<file path="config.mk">
export PLATFORM = sky130hd
export DESIGN_NAME = mem_write_responder
export DESIGN_NICKNAME = d
export VERILOG_FILES = /design/src/rtl/mem_wr_pkg.sv /design/src/rtl/mem_wr_fifo.sv /design/src/rtl/mem_write_responder.sv
export SDC_FILE = /design/constraint.sdc
export NUM_CORES = 2
export LEC_CHECK = 0
export CELL_PAD_IN_SITES_DETAIL_PLACEMENT = 2
export CELL_PAD_IN_SITES_GLOBAL_PLACEMENT = 2
export CORE_MARGIN = 3
export CORE_UTILIZATION = 40
export CTS_BUF_LIST = sky130_fd_sc_hd__clkbuf_16
export DETAILED_ROUTE_END_ITERATION = 8
export PLACE_DENSITY_LB_ADDON = 0.1
export SYNTH_ARGS = -nofsm -noshare
export SYNTH_HDL_FRONTEND = slang
export SYNTH_SLANG_ARGS = --single-unit
</file>
<file path="constraint.sdc">
create_clock -name clk -period 16.8 [get_ports clk]
set_input_delay 3.36 -clock clk [delete_from_list [all_inputs] [get_ports clk]]
set_output_delay 3.36 -clock clk [all_outputs]
set_load 0.005 [all_outputs]
</file>
<file path="src/rtl/mem_wr_pkg.sv">
// mem_wr_pkg
// Shared types and default sizing for the memory-side write responder.
//   mem_wr_state_e : responder FSM states (IDLE / WR / RD)
//   MEM_WR_ADDR_W  : default address width
//   MEM_WR_DATA_W  : default data width
//   MEM_WR_DEPTH   : default write FIFO depth (power of two, >= 4)
package mem_wr_pkg;

  localparam int MEM_WR_ADDR_W = 64;
  localparam int MEM_WR_DATA_W = 64;
  localparam int MEM_WR_DEPTH  = 8;

  typedef enum logic [1:0] {
    IDLE = 2'd0,
    WR   = 2'd1,
    RD   = 2'd2
  } mem_wr_state_e;

endpackage

</file>
<file path="src/rtl/mem_wr_fifo.sv">
// mem_wr_fifo
// Circular write buffer for the L2 drain stream, with address compare against
// every valid entry so reads can detect pending writes to the same address.
// Optional macro MEM_WR_FWD_EN adds the youngest-match data output.
// Ports:
//   clk, reset            : clock, asynchronous active-low reset
//   push_req, push_addr/data : incoming beat (dropped when full and not popping)
//   pop                   : retire head entry
//   cmp_addr              : address compared against all valid entries
//   head_addr/data        : oldest entry
//   next_addr/data        : entry behind the head (presented after a pop)
//   count                 : number of valid entries
//   overflow              : beat dropped this cycle
//   match_age             : match vector indexed by age, bit 0 = head
//   fwd_data              : data of youngest matching entry (MEM_WR_FWD_EN only)
module mem_wr_fifo
  import mem_wr_pkg::*;
#(
  parameter int ADDR_W = MEM_WR_ADDR_W,
  parameter int DATA_W = MEM_WR_DATA_W,
  parameter int DEPTH  = MEM_WR_DEPTH
) (
  input  logic                   clk,
  input  logic                   reset,
  input  logic                   push_req,
  input  logic [ADDR_W-1:0]      push_addr,
  input  logic [DATA_W-1:0]      push_data,
  input  logic                   pop,
  input  logic [ADDR_W-1:0]      cmp_addr,
  output logic [ADDR_W-1:0]      head_addr,
  output logic [DATA_W-1:0]      head_data,
  output logic [ADDR_W-1:0]      next_addr,
  output logic [DATA_W-1:0]      next_data,
  output logic [$clog2(DEPTH):0] count,
  output logic                   overflow,
  output logic [DEPTH-1:0]       match_age
`ifdef MEM_WR_FWD_EN
  ,
  output logic [DATA_W-1:0]      fwd_data
`endif
);

  localparam int PTR_W = $clog2(DEPTH);
  localparam int CNT_W = PTR_W + 1;

  logic [PTR_W-1:0]  wr_ptr_q, wr_ptr_d;
  logic [PTR_W-1:0]  rd_ptr_q, rd_ptr_d;
  logic [CNT_W-1:0]  count_q, count_d;
  logic [ADDR_W-1:0] addr_q [DEPTH];
  logic [ADDR_W-1:0] addr_d [DEPTH];
  logic [DATA_W-1:0] data_q [DEPTH];
  logic [DATA_W-1:0] data_d [DEPTH];
  logic [PTR_W-1:0]  next_ptr;
  logic [PTR_W-1:0]  idx;
  logic              full;
  logic              pop_ok;
  logic              push_ok;

  assign full     = (count_q == CNT_W'(DEPTH));
  assign pop_ok   = pop && (count_q != '0);
  // A pop in the same cycle frees the slot, so a full FIFO can still accept.
  assign push_ok  = push_req && (!full || pop_ok);
  assign overflow = push_req && full && !pop_ok;

  assign next_ptr  = rd_ptr_q + 1'b1;
  assign head_addr = addr_q[rd_ptr_q];
  assign head_data = data_q[rd_ptr_q];
  assign next_addr = addr_q[next_ptr];
  assign next_data = data_q[next_ptr];
  assign count     = count_q;

  always_comb begin
    addr_d   = addr_q;
    data_d   = data_q;
    wr_ptr_d = wr_ptr_q;
    rd_ptr_d = rd_ptr_q;
    count_d  = count_q;
    if (push_ok) begin
      addr_d[wr_ptr_q] = push_addr;
      data_d[wr_ptr_q] = push_data;
      wr_ptr_d         = wr_ptr_q + 1'b1;
    end
    if (pop_ok) begin
      rd_ptr_d = rd_ptr_q + 1'b1;
    end
    case ({push_ok, pop_ok})
      2'b10:   count_d = count_q + 1'b1;
      2'b01:   count_d = count_q - 1'b1;
      default: count_d = count_q;
    endcase
  end

  // Walk oldest to youngest so the last hit is the youngest matching entry.
  always_comb begin
    match_age = '0;
    idx       = '0;
`ifdef MEM_WR_FWD_EN
    fwd_data  = '0;
`endif
    for (int k = 0; k < DEPTH; k++) begin
      idx = rd_ptr_q + PTR_W'(k);
      if ((CNT_W'(k) < count_q) && (addr_q[idx] == cmp_addr)) begin
        match_age[k] = 1'b1;
`ifdef MEM_WR_FWD_EN
        fwd_data     = data_q[idx];
`endif
      end
    end
  end

  always_ff @(posedge clk or negedge reset) begin
    if (!reset) begin
      wr_ptr_q <= '0;
      rd_ptr_q <= '0;
      count_q  <= '0;
    end else begin
      wr_ptr_q <= wr_ptr_d;
      rd_ptr_q <= rd_ptr_d;
      count_q  <= count_d;
    end
  end

  // Storage needs no reset: entries are only visible through count/pointers.
  always_ff @(posedge clk) begin
    addr_q <= addr_d;
    data_q <= data_d;
  end

endmodule

</file>
<file path="src/rtl/mem_write_responder.sv">
// mem_write_responder
// Memory-side endpoint of the L2 write-through drain. Buffers single-beat
// writes in a FIFO, retires them to the device port, serves reads with
// priority over buffered writes and throttles the L2 via read_stop_en.
// Optional macro MEM_WR_FWD_EN: reads hitting the FIFO return the youngest
// matching data without a device access; otherwise such reads wait until no
// buffered write matches.
// Ports:
//   clk, reset                 : clock, asynchronous active-low reset
//   mem_start_write, mem_adderss_write, mem_data_write : write beat from L2
//   read_stop_en               : registered back-pressure to L2
//   rd_req, rd_adderss         : level read request and address
//   rd_data, rd_valid          : read result and one-cycle valid pulse
//   dev_adderss, dev_wdata, dev_we, dev_re : device request
//   dev_rdata, dev_ready       : device response
//   overflow_err               : sticky, beat arrived while FIFO full
module mem_write_responder
  import mem_wr_pkg::*;
#(
  parameter int ADDR_W     = MEM_WR_ADDR_W,
  parameter int DATA_W     = MEM_WR_DATA_W,
  parameter int FIFO_DEPTH = MEM_WR_DEPTH
) (
  input  logic              clk,
  input  logic              reset,
  input  logic [ADDR_W-1:0] mem_adderss_write,
  input  logic [DATA_W-1:0] mem_data_write,
  input  logic              mem_start_write,
  output logic              read_stop_en,
  input  logic              rd_req,
  input  logic [ADDR_W-1:0] rd_adderss,
  output logic [DATA_W-1:0] rd_data,
  output logic              rd_valid,
  output logic [ADDR_W-1:0] dev_adderss,
  output logic [DATA_W-1:0] dev_wdata,
  output logic              dev_we,
  output logic              dev_re,
  input  logic [DATA_W-1:0] dev_rdata,
  input  logic              dev_ready,
  output logic              overflow_err
);

  localparam int CNT_W = $clog2(FIFO_DEPTH) + 1;

  mem_wr_state_e     state_q, state_d;
  logic              dev_we_q, dev_we_d;
  logic              dev_re_q, dev_re_d;
  logic [ADDR_W-1:0] dev_addr_q, dev_addr_d;
  logic [DATA_W-1:0] dev_wdata_q, dev_wdata_d;
  logic [DATA_W-1:0] rd_data_q, rd_data_d;
  logic              rd_valid_q, rd_valid_d;
  logic              read_stop_q, read_stop_d;
  logic              overflow_q, overflow_d;

  logic [ADDR_W-1:0]    head_addr, next_addr, sel_addr;
  logic [DATA_W-1:0]    head_data, next_data, sel_data;
  logic [CNT_W-1:0]     fifo_count;
  logic                 fifo_overflow;
  logic [FIFO_DEPTH-1:0] match_age;
  logic [FIFO_DEPTH-1:0] match_live;
  logic                 wr_done, rd_done, decide, rd_pend, more_writes;
`ifdef MEM_WR_FWD_EN
  logic [DATA_W-1:0]    fwd_data;
`endif

  mem_wr_fifo #(
    .ADDR_W (ADDR_W),
    .DATA_W (DATA_W),
    .DEPTH  (FIFO_DEPTH)
  ) u_fifo (
    .clk       (clk),
    .reset     (reset),
    .push_req  (mem_start_write),
    .push_addr (mem_adderss_write),
    .push_data (mem_data_write),
    .pop       (wr_done),
    .cmp_addr  (rd_adderss),
    .head_addr (head_addr),
    .head_data (head_data),
    .next_addr (next_addr),
    .next_data (next_data),
    .count     (fifo_count),
    .overflow  (fifo_overflow),
    .match_age (match_age)
`ifdef MEM_WR_FWD_EN
    ,
    .fwd_data  (fwd_data)
`endif
  );

  assign wr_done = (state_q == WR) && dev_ready;
  assign rd_done = (state_q == RD) && dev_ready;
  assign decide  = (state_q == IDLE) || wr_done || rd_done;

  // The request stays high through the rd_valid cycle and through the edge
  // that completes it, so neither may start a second read.
  assign rd_pend = rd_req && !rd_valid_q && !rd_done;

  // When the head retires this cycle, only entries behind it remain.
  assign more_writes = wr_done ? (fifo_count > CNT_W'(1)) : (fifo_count != '0);
  assign sel_addr    = wr_done ? next_addr : head_addr;
  assign sel_data    = wr_done ? next_data : head_data;

  always_comb begin
    match_live = match_age;
    if (wr_done) begin
      match_live[0] = 1'b0;
    end
  end

  always_comb begin
    state_d     = state_q;
    dev_we_d    = dev_we_q;
    dev_re_d    = dev_re_q;
    dev_addr_d  = dev_addr_q;
    dev_wdata_d = dev_wdata_q;
    rd_data_d   = rd_data_q;
    rd_valid_d  = 1'b0;
    if (decide) begin
      state_d  = IDLE;
      dev_we_d = 1'b0;
      dev_re_d = 1'b0;
      if (rd_pend) begin
`ifdef MEM_WR_FWD_EN
        if (|match_age) begin
          rd_data_d  = fwd_data;
          rd_valid_d = 1'b1;
        end else begin
          state_d    = RD;
          dev_re_d   = 1'b1;
          dev_addr_d = rd_adderss;
        end
`else
        // A read hitting a buffered write waits until that write has retired.
        if (|match_live) begin
          state_d     = WR;
          dev_we_d    = 1'b1;
          dev_addr_d  = sel_addr;
          dev_wdata_d = sel_data;
        end else begin
          state_d    = RD;
          dev_re_d   = 1'b1;
          dev_addr_d = rd_adderss;
        end
`endif
      end else if (more_writes) begin
        state_d     = WR;
        dev_we_d    = 1'b1;
        dev_addr_d  = sel_addr;
        dev_wdata_d = sel_data;
      end
    end
    if (rd_done) begin
      rd_data_d  = dev_rdata;
      rd_valid_d = 1'b1;
    end
  end

  // One slot below full is reserved: L2 sees stop one edge late and may
  // already have a beat in flight.
  assign read_stop_d = rd_req || (state_q == RD) ||
                       (fifo_count >= CNT_W'(FIFO_DEPTH - 1));
  assign overflow_d  = overflow_q || fifo_overflow;

  always_ff @(posedge clk or negedge reset) begin
    if (!reset) begin
      state_q     <= IDLE;
      dev_we_q    <= 1'b0;
      dev_re_q    <= 1'b0;
      dev_addr_q  <= '0;
      dev_wdata_q <= '0;
      rd_data_q   <= '0;
      rd_valid_q  <= 1'b0;
      read_stop_q <= 1'b0;
      overflow_q  <= 1'b0;
    end else begin
      state_q     <= state_d;
      dev_we_q    <= dev_we_d;
      dev_re_q    <= dev_re_d;
      dev_addr_q  <= dev_addr_d;
      dev_wdata_q <= dev_wdata_d;
      rd_data_q   <= rd_data_d;
      rd_valid_q  <= rd_valid_d;
      read_stop_q <= read_stop_d;
      overflow_q  <= overflow_d;
    end
  end

  assign dev_we       = dev_we_q;
  assign dev_re       = dev_re_q;
  assign dev_adderss  = dev_addr_q;
  assign dev_wdata    = dev_wdata_q;
  assign rd_data      = rd_data_q;
  assign rd_valid     = rd_valid_q;
  assign read_stop_en = read_stop_q;
  assign overflow_err = overflow_q;

endmodule

</file>
# Word-level counts from Yosys, hierarchy flattened
# Index checks and enable logic that the tools add are counted.
# word_totals
ff_bits	1233
latchBits	0
ramBits	0
rom_bits	0
inputBits	261
output_inout_bits	197
word_cells	177
mem_count	0
# classes
n_addsub	10
multipliers	0
div_mod_pow	0
n_lt_le_gt_ge	20
eq_ne	14
shifts	0
n_mux	62
n_bitwise	9
reduce_logical	34
# op_table
cell	count
64-bit binary-select mux with 3-bit select	10
64-bit 2-to-1 mux	29
512-bit bitwise mux	2
64-bit == test	8
64-bit demux with 3-bit select	1
4-bit >= comparator, second input constant	9
3-bit NOT with 4-bit output	9
1-bit logical AND	17
1-bit 2-to-1 mux	17
3-bit by 4-bit < comparator with 1-bit output, first input constant	4
3-bit adder, second input constant	4
1-bit by 4-bit < comparator with 1-bit output, first input constant	2
2-bit by 4-bit < comparator with 1-bit output, first input constant	2
4-bit case mux with 2 select lines	1
8-bit OR reduction	1
3-bit by 1-bit adder with 3-bit output, second input constant	2
3-bit by 2-bit adder with 3-bit output, second input constant	2
1-bit logical OR	6
4-bit by 1-bit adder with 4-bit output, second input constant	1
2-bit by 1-bit == test with 1-bit output, second input constant	2
2-bit == test, second input constant	2
4-bit == test, second input constant	1
4-bit by 3-bit >= comparator with 1-bit output, second input constant	1
4-bit by 1-bit greater-than comparator with 1-bit output, second input constant	1
other kinds (10)	15

# Depth between registers and ports, before layout
# logic_depth
ltp_word	11
depth_mapped	27
mapped_depth_nobuf	13

# By module
# From an unflattened synthesis, not the netlist that was laid out.
# hier_totals
cells_unflattened	6348
hier_area_um2	83316.2
# modules_own_cells
mod	n_inst	cells_each	area_each_um2	seq_area_each_um2
mem_wr_fifo	1	5550	73962.2	30999.7
mem_write_responder	1	798	9354.0	4929.7

# Worst setup path after synthesis
# Ideal clock, no wire load.
# synth_timing
kind	in2reg
startpoint	input port dev_ready
endpoint	register u_fifo.addr_q[448] (netlist name), enable pin
setup_time_ps	929
t_arrival_ps	16349
required_time_ps	15871
path_slack_ps	-478
path_stages	6
n_path_buf	1
cell_sequence	and3_1 > clkbuf_1 > nor3_1 > nor2b_1 > clkinv_1 > nor4_1
# synth_via
elab_chain_len	4
# synth_rtl
item	line	source
start, declared	mem_write_responder.sv:39	input logic dev_ready,
1-bit logical AND	mem_write_responder.sv:91	assign wr_done = (state_q == WR) && dev_ready;
1-bit logical AND	mem_wr_fifo.sv:60	assign pop_ok = pop && (count_q != '0);
1-bit logical OR	mem_wr_fifo.sv:62	assign push_ok = push_req && (!full || pop_ok);
1-bit logical AND	mem_wr_fifo.sv:62	
end signal, assigned	mem_wr_fifo.sv:125	addr_q <= addr_d;
end, declared	mem_wr_fifo.sv:49	logic [ADDR_W-1:0] addr_q [DEPTH];
# No other way between the ends.
# A chain may end at the register's enable or synchronous reset.

# Worst setup path in the final report
# layout_timing
startpoint	register u_fifo.rd_ptr_q[0]
endpoint	register dev_wdata_q[19], in the netlist dev_wdata[19]
# layout_via
elab_chain_len	11
elab_cells_between_ends	77
cone_classes	7 x add/sub; 9 x eq/ne; 43 x mux; 8 x bitwise; 10 x reduce/logical
# layout_rtl
item	line	source
start, declared	mem_wr_fifo.sv:47	logic [PTR_W-1:0] rd_ptr_q, rd_ptr_d;
start signal, assigned	mem_wr_fifo.sv:118	rd_ptr_q <= rd_ptr_d;
3-bit by 1-bit adder with 3-bit output, or another cell as far along	mem_wr_fifo.sv:65, mem_wr_fifo.sv:101	
3-bit NOT with 4-bit output (implied by the code), or another cell as far along	mem_wr_fifo.sv:69, mem_wr_fifo.sv:102	
64-bit binary-select mux with 3-bit select or 64-bit 2-to-1 mux (tied branches)	mem_wr_fifo.sv:102	if ((CNT_W'(k) < count_q) && (addr_q[idx] == cmp_addr)) begin
64-bit 2-to-1 mux (implied by the code)	mem_wr_fifo.sv:102	
64-bit 2-to-1 mux (implied by the code) or 64-bit == test (tied branches)	mem_wr_fifo.sv:102	
64-bit == test or 1-bit logical AND (tied branches)	mem_wr_fifo.sv:102	
1-bit logical AND or 1-bit 2-to-1 mux (tied branches)	mem_wr_fifo.sv:102	
1-bit 2-to-1 mux, on equally long branches	mem_wr_fifo.sv:102, mem_write_responder.sv:106	
8-bit OR reduction	mem_write_responder.sv:135	if (|match_live) begin
2-bit by 1-bit != test with 1-bit output (no source line)	n/a	
3-bit AND reduction (no source line)	n/a	
end signal, assigned	mem_write_responder.sv:181	dev_wdata_q <= dev_wdata_d;
end, declared	mem_write_responder.sv:49	logic [DATA_W-1:0] dev_wdata_q, dev_wdata_d;
# Several ways; a longest one is shown, not always the timed one. The select of a mux whose other input is x is not followed.

==> impl_metrics.py <==
metrics = {
    "critical_path": {
        "cp_max_fo": 99,
        "cp_slowest_cell": "mux2i_1",
        "r2r_end": "dev_wdata[19]$_DFFE_PN0P_",
        "critPathKind": "register to register",
        "reg2regPathDepth": 17,
        "worst_path_most_repeated_cell": "buf_4",
        "startpoint_type": "register",
        "worstPathCellList": "buf_12 -> buf_4 -> buf_4 -> buf_4 -> mux4_2 -> mux2i_1 -> xnor2_1 -> nand4_1 -> nor4_1 -> nand4_1 -> o21ai_0 -> a21oi_1 -> and2_4 -> a21oi_4 -> buf_4 -> buf_4 -> mux2_1",
        "arrival_ps": 10110,
        "cp.required_ps": 17500,
        "worst_setup_path_end_kind": "register",
        "rrSetupSlack_ps": 7390,
        "reg2reg_from": "u_fifo.rd_ptr_q[0]$_DFFE_PN0P_",
        "cp_slowest_stage_delay_ps": 1080,
    },
    "detailed_routing": {
        "drc_errors": 0,
        "wirelength_um": 400800,
        "drtAntennaViolNets": 0,
        "dr.pass1.iters": 6,
        "routed_via_density": 6.894,
        "wl_per_cell_um": 46.45,
        "vias": 59480,
        "dr.first_iter.drc_count": 7291,
    },
    "floorplan": {
        "die-area_um2": 201600,
        "core-area_um2": 193800,
        "rows": 161,
        "die_h_um": 449.0,
        "ios": 458,
        "dieWidth_um": 449.0,
        "start_util": 0.4051,
    },
    "synth": {
        "synth_edf_count": 1024,
        "async_flop_share": 0.1682,
        "ys_seq_area_frac": 0.4577,
        "syn_inst": 5616,
        "syn_area_um2": 78500,
        "synth_cell_types": 81,
        "ys.flop_type": "edfxtp_1",
        "syn_area_per_cell_um2": 13.98,
        "synthTopCellsByArea": "edfxtp_1, mux4_2, mux2i_1, dfrtp_1, xnor2_1",
        "yosys.area.top_type": "edfxtp_1",
        "synth_warnings": 0,
        "ys_ff_latch": 1231,
        "synth_top_area_share": 0.3917,
        "syn-num-nets": 5884,
    },
    "sta": {
        "setup_tns_ps": 0,
        "rsz0062_at_grt": "no",
        "min_period_ps": 9412,
        "fin_crit_sh": 0.5602,
        "finClkSkew_ps": 60.67,
        "fmax_mhz": 106.3,
        "hold_viol": 0,
        "setup_ws_ps": 7388,
        "relSlewSlack": -0.07416,
        "slew_viol_final": 3,
        "tightest_slew_ps": 1606,
        "setup_viol": 0,
    },
    "place": {
        "io_buffers": 457,
        "preCtsSetupSlack_ps": 7658,
        "post-dp-hpwl_um": 289700,
        "place.gp.congestion": 1.078,
        "placed_area_um2": 85530,
    },
    "global_route": {
        "grt.overflow.total": 0,
        "grt_pass1_wl_um": 546300,
        "grt_pass1_vias": 61070,
        "antenna_found_initial": 47,
        "grt.total_usage": 0.3904,
        "grt_max_degree": 151,
    },
    "power": {
        "p_clk_frac": 0.136,
        "p_sw_frac": 0.5150,
        "combPwrFrac": 0.668,
        "vdd_drop_max_uv": 235.8,
        "power.density_nw_per_um2": 261.9,
        "power.switching_w": 0.01219,
        "seq_power_share": 0.195,
        "internal-power_w": 0.01148,
        "total_leakage_power_nw": 30.90,
    },
    "min_path": {
        "hold_depth": 1,
        "min_from": "overflow_err$_DFF_PN0_",
        "hold_class": "register to register",
        "holdPathEnd": "overflow_err$_DFF_PN0_",
    },
    "flow_run": {
        "maxCapViolations": 1,
    },
    "finish": {
        "nets": 6143,
        "synthToLayoutAreaGrowth_pct": 15.13,
        "post_route_cells_drive_above_1_share": 0.2170,
        "fillers": 18450,
        "finalInstanceArea_um2": 90380,
    },
    "run_status": {
        "outcome": "finished, violations left",
        "violations": "max-capacitance violations, max-slew violations",
    },
    "clock_network": {
        "cts_tree": "done",
        "htreeDepth": 4,
        "cts.clk_slew.worst_paths_ps": 60,
        "clkLatencyLatePin_ps": 840,
        "cts_sinks": 1231,
        "cts_resized": 0,
        "clk_path_buf_depth": 3,
        "post-cts-setup-buffers": 0,
        "cts_hold_buf": 0,
        "numCtsBuffers": 149,
        "cts_root_buf": "clkbuf_16",
    },
}
-- per-layer routing --
metal	vias to the layer above	global-route usage	wire length, um
met1	32500	0.4879	152600
met5	-	0	176
met3	864	0.07243	28090
met4	28	0.2519	31990
met2	3009	0.6239	187900
li1	23080	-	-
-- worst max-delay path by stage --
stage                                         startpoint                      endpoint  depth (start not counted)
final                     u_fifo.rd_ptr_q[0]$_DFFE_PN0P_     dev_wdata[19]$_DFFE_PN0P_                         17
after global routing      u_fifo.rd_ptr_q[0]$_DFFE_PN0P_     dev_wdata[19]$_DFFE_PN0P_                         17
after CTS                 u_fifo.rd_ptr_q[0]$_DFFE_PN0P_     dev_wdata[17]$_DFFE_PN0P_                         17
after detailed placement  u_fifo.rd_ptr_q[0]$_DFFE_PN0P_     dev_wdata[17]$_DFFE_PN0P_                         17
after global placement                    rd_adderss[53]     dev_wdata[16]$_DFFE_PN0P_                         13
after floorplan                                dev_ready  u_fifo.addr_q[192]$_DFFE_PP_                          6
-- metrics by stage --
stage          total power [W]  utilization  cells  hold WS [ps]
3_5_place_dp           0.01997       0.4413   8332         455.7
5_1_grt                0.02410       0.4662   8613         492.2
6_report               0.02367       0.4664   8628         467.6
2_1_floorplan          0.01336            -   5616         451.0
4_1_cts                0.02331       0.4661   8607         468.6
3_3_place_gp           0.01977       0.4413   8331         443.6
-- cells in the final DEF (no fill, tap or decap), drive strengths merged, types with 16 or more instances in the layout --
master / n
edfxtp: 1024
mux4: 771
mux2i: 636
nand2: 466
clkdlybuf4s50: 455
xnor2: 332
dfrtp: 207
mux2: 171
xor2: 170
buf: 159
clkbuf: 150
nor2: 149
a21oi: 127
a31oi: 119
and3: 86
nand3: 81
inv: 78
o21ai: 75
nand4: 71
clkinv: 69
nor4: 57
o22ai: 54
a22oi: 50
nor3: 48
a221oi: 44
and2: 38
o22a: 32
o31ai: 32
diode: 21
o221ai: 19
a211oi: 19
o211ai: 18
nand2b: 17
nor2b: 17
o2111ai: 16
-- critical path: cells and delay by family (launching register included) --
kind            cells  cell delay (ps)
mux                 3             1920
flops               1              890
buf+inv             6             3700
compound gates      3              570
simple gates        4             1230
xor+xnor            1              390
-- kinds of logic after synthesis --
group,share of synthesized area
multiplexers,0.3268
flip-flops,0.4577
AND/OR/NAND/NOR,0.06355
AO/OA/AOI/OAI,0.06125
buffers and inverters,0.03323
XOR/XNOR,0.05630
adder cells (fa/ha/maj),0.001116
-- layout make-up --
type,count,area (um^2),share of cell area
Multi-Input combinational cell,3841,40190,0.4447
Sequential cell,1231,35940,0.3977
Timing Repair Buffer,614,5982,0.06619
Clock buffer,150,3754,0.04153
Tap cell,2608,3263,0.03611
Clock inverter,125,1042,0.01153
Inverter,38,148.9,0.001647
Antenna cell,21,52.55,0.0005815
-- registers in the layout, indices dropped and copies added, names as in the netlist --
register / cells
u_fifo.count: 4
u_fifo.data_q: 512
dev_adderss: 64
u_fifo.wr_ptr_q: 3
u_fifo.addr_q: 512
rd_valid: 1
rd_data: 64
read_stop_en: 1
state_q: 2
dev_wdata: 64
u_fifo.rd_ptr_q: 3
overflow_err: 1
-- cells in the mapped netlist, types with 59 or more instances --
cell / count
dfrtp_1: 207
nand2_1: 466
mux4_2: 771
mux2i_1: 636
clkbuf_1: 199
o21ai_0: 68
mux2_2: 103
and3_1: 86
a21oi_1: 126
nand3_1: 81
xor2_1: 167
mux2_1: 68
a31oi_1: 119
edfxtp_1: 1024
buf_2: 173
nor2_1: 149
xnor2_1: 332
nand4_1: 71
buf_4: 59
-- power by group through the flow --
stage | registers, W | logic (W) | clock network, W
6_report | 0.00462 | 0.0158 | 0.00323
5_1_grt | 0.00467 | 0.0160 | 0.00340
4_1_cts | 0.00460 | 0.0154 | 0.00328
3_5_place_dp | 0.00465 | 0.0153 | 0
3_3_place_gp | 0.00461 | 0.0152 | 0
2_1_floorplan | 0.00443 | 0.00894 | 0
Note: power is estimated with default switching activity, not from simulation.
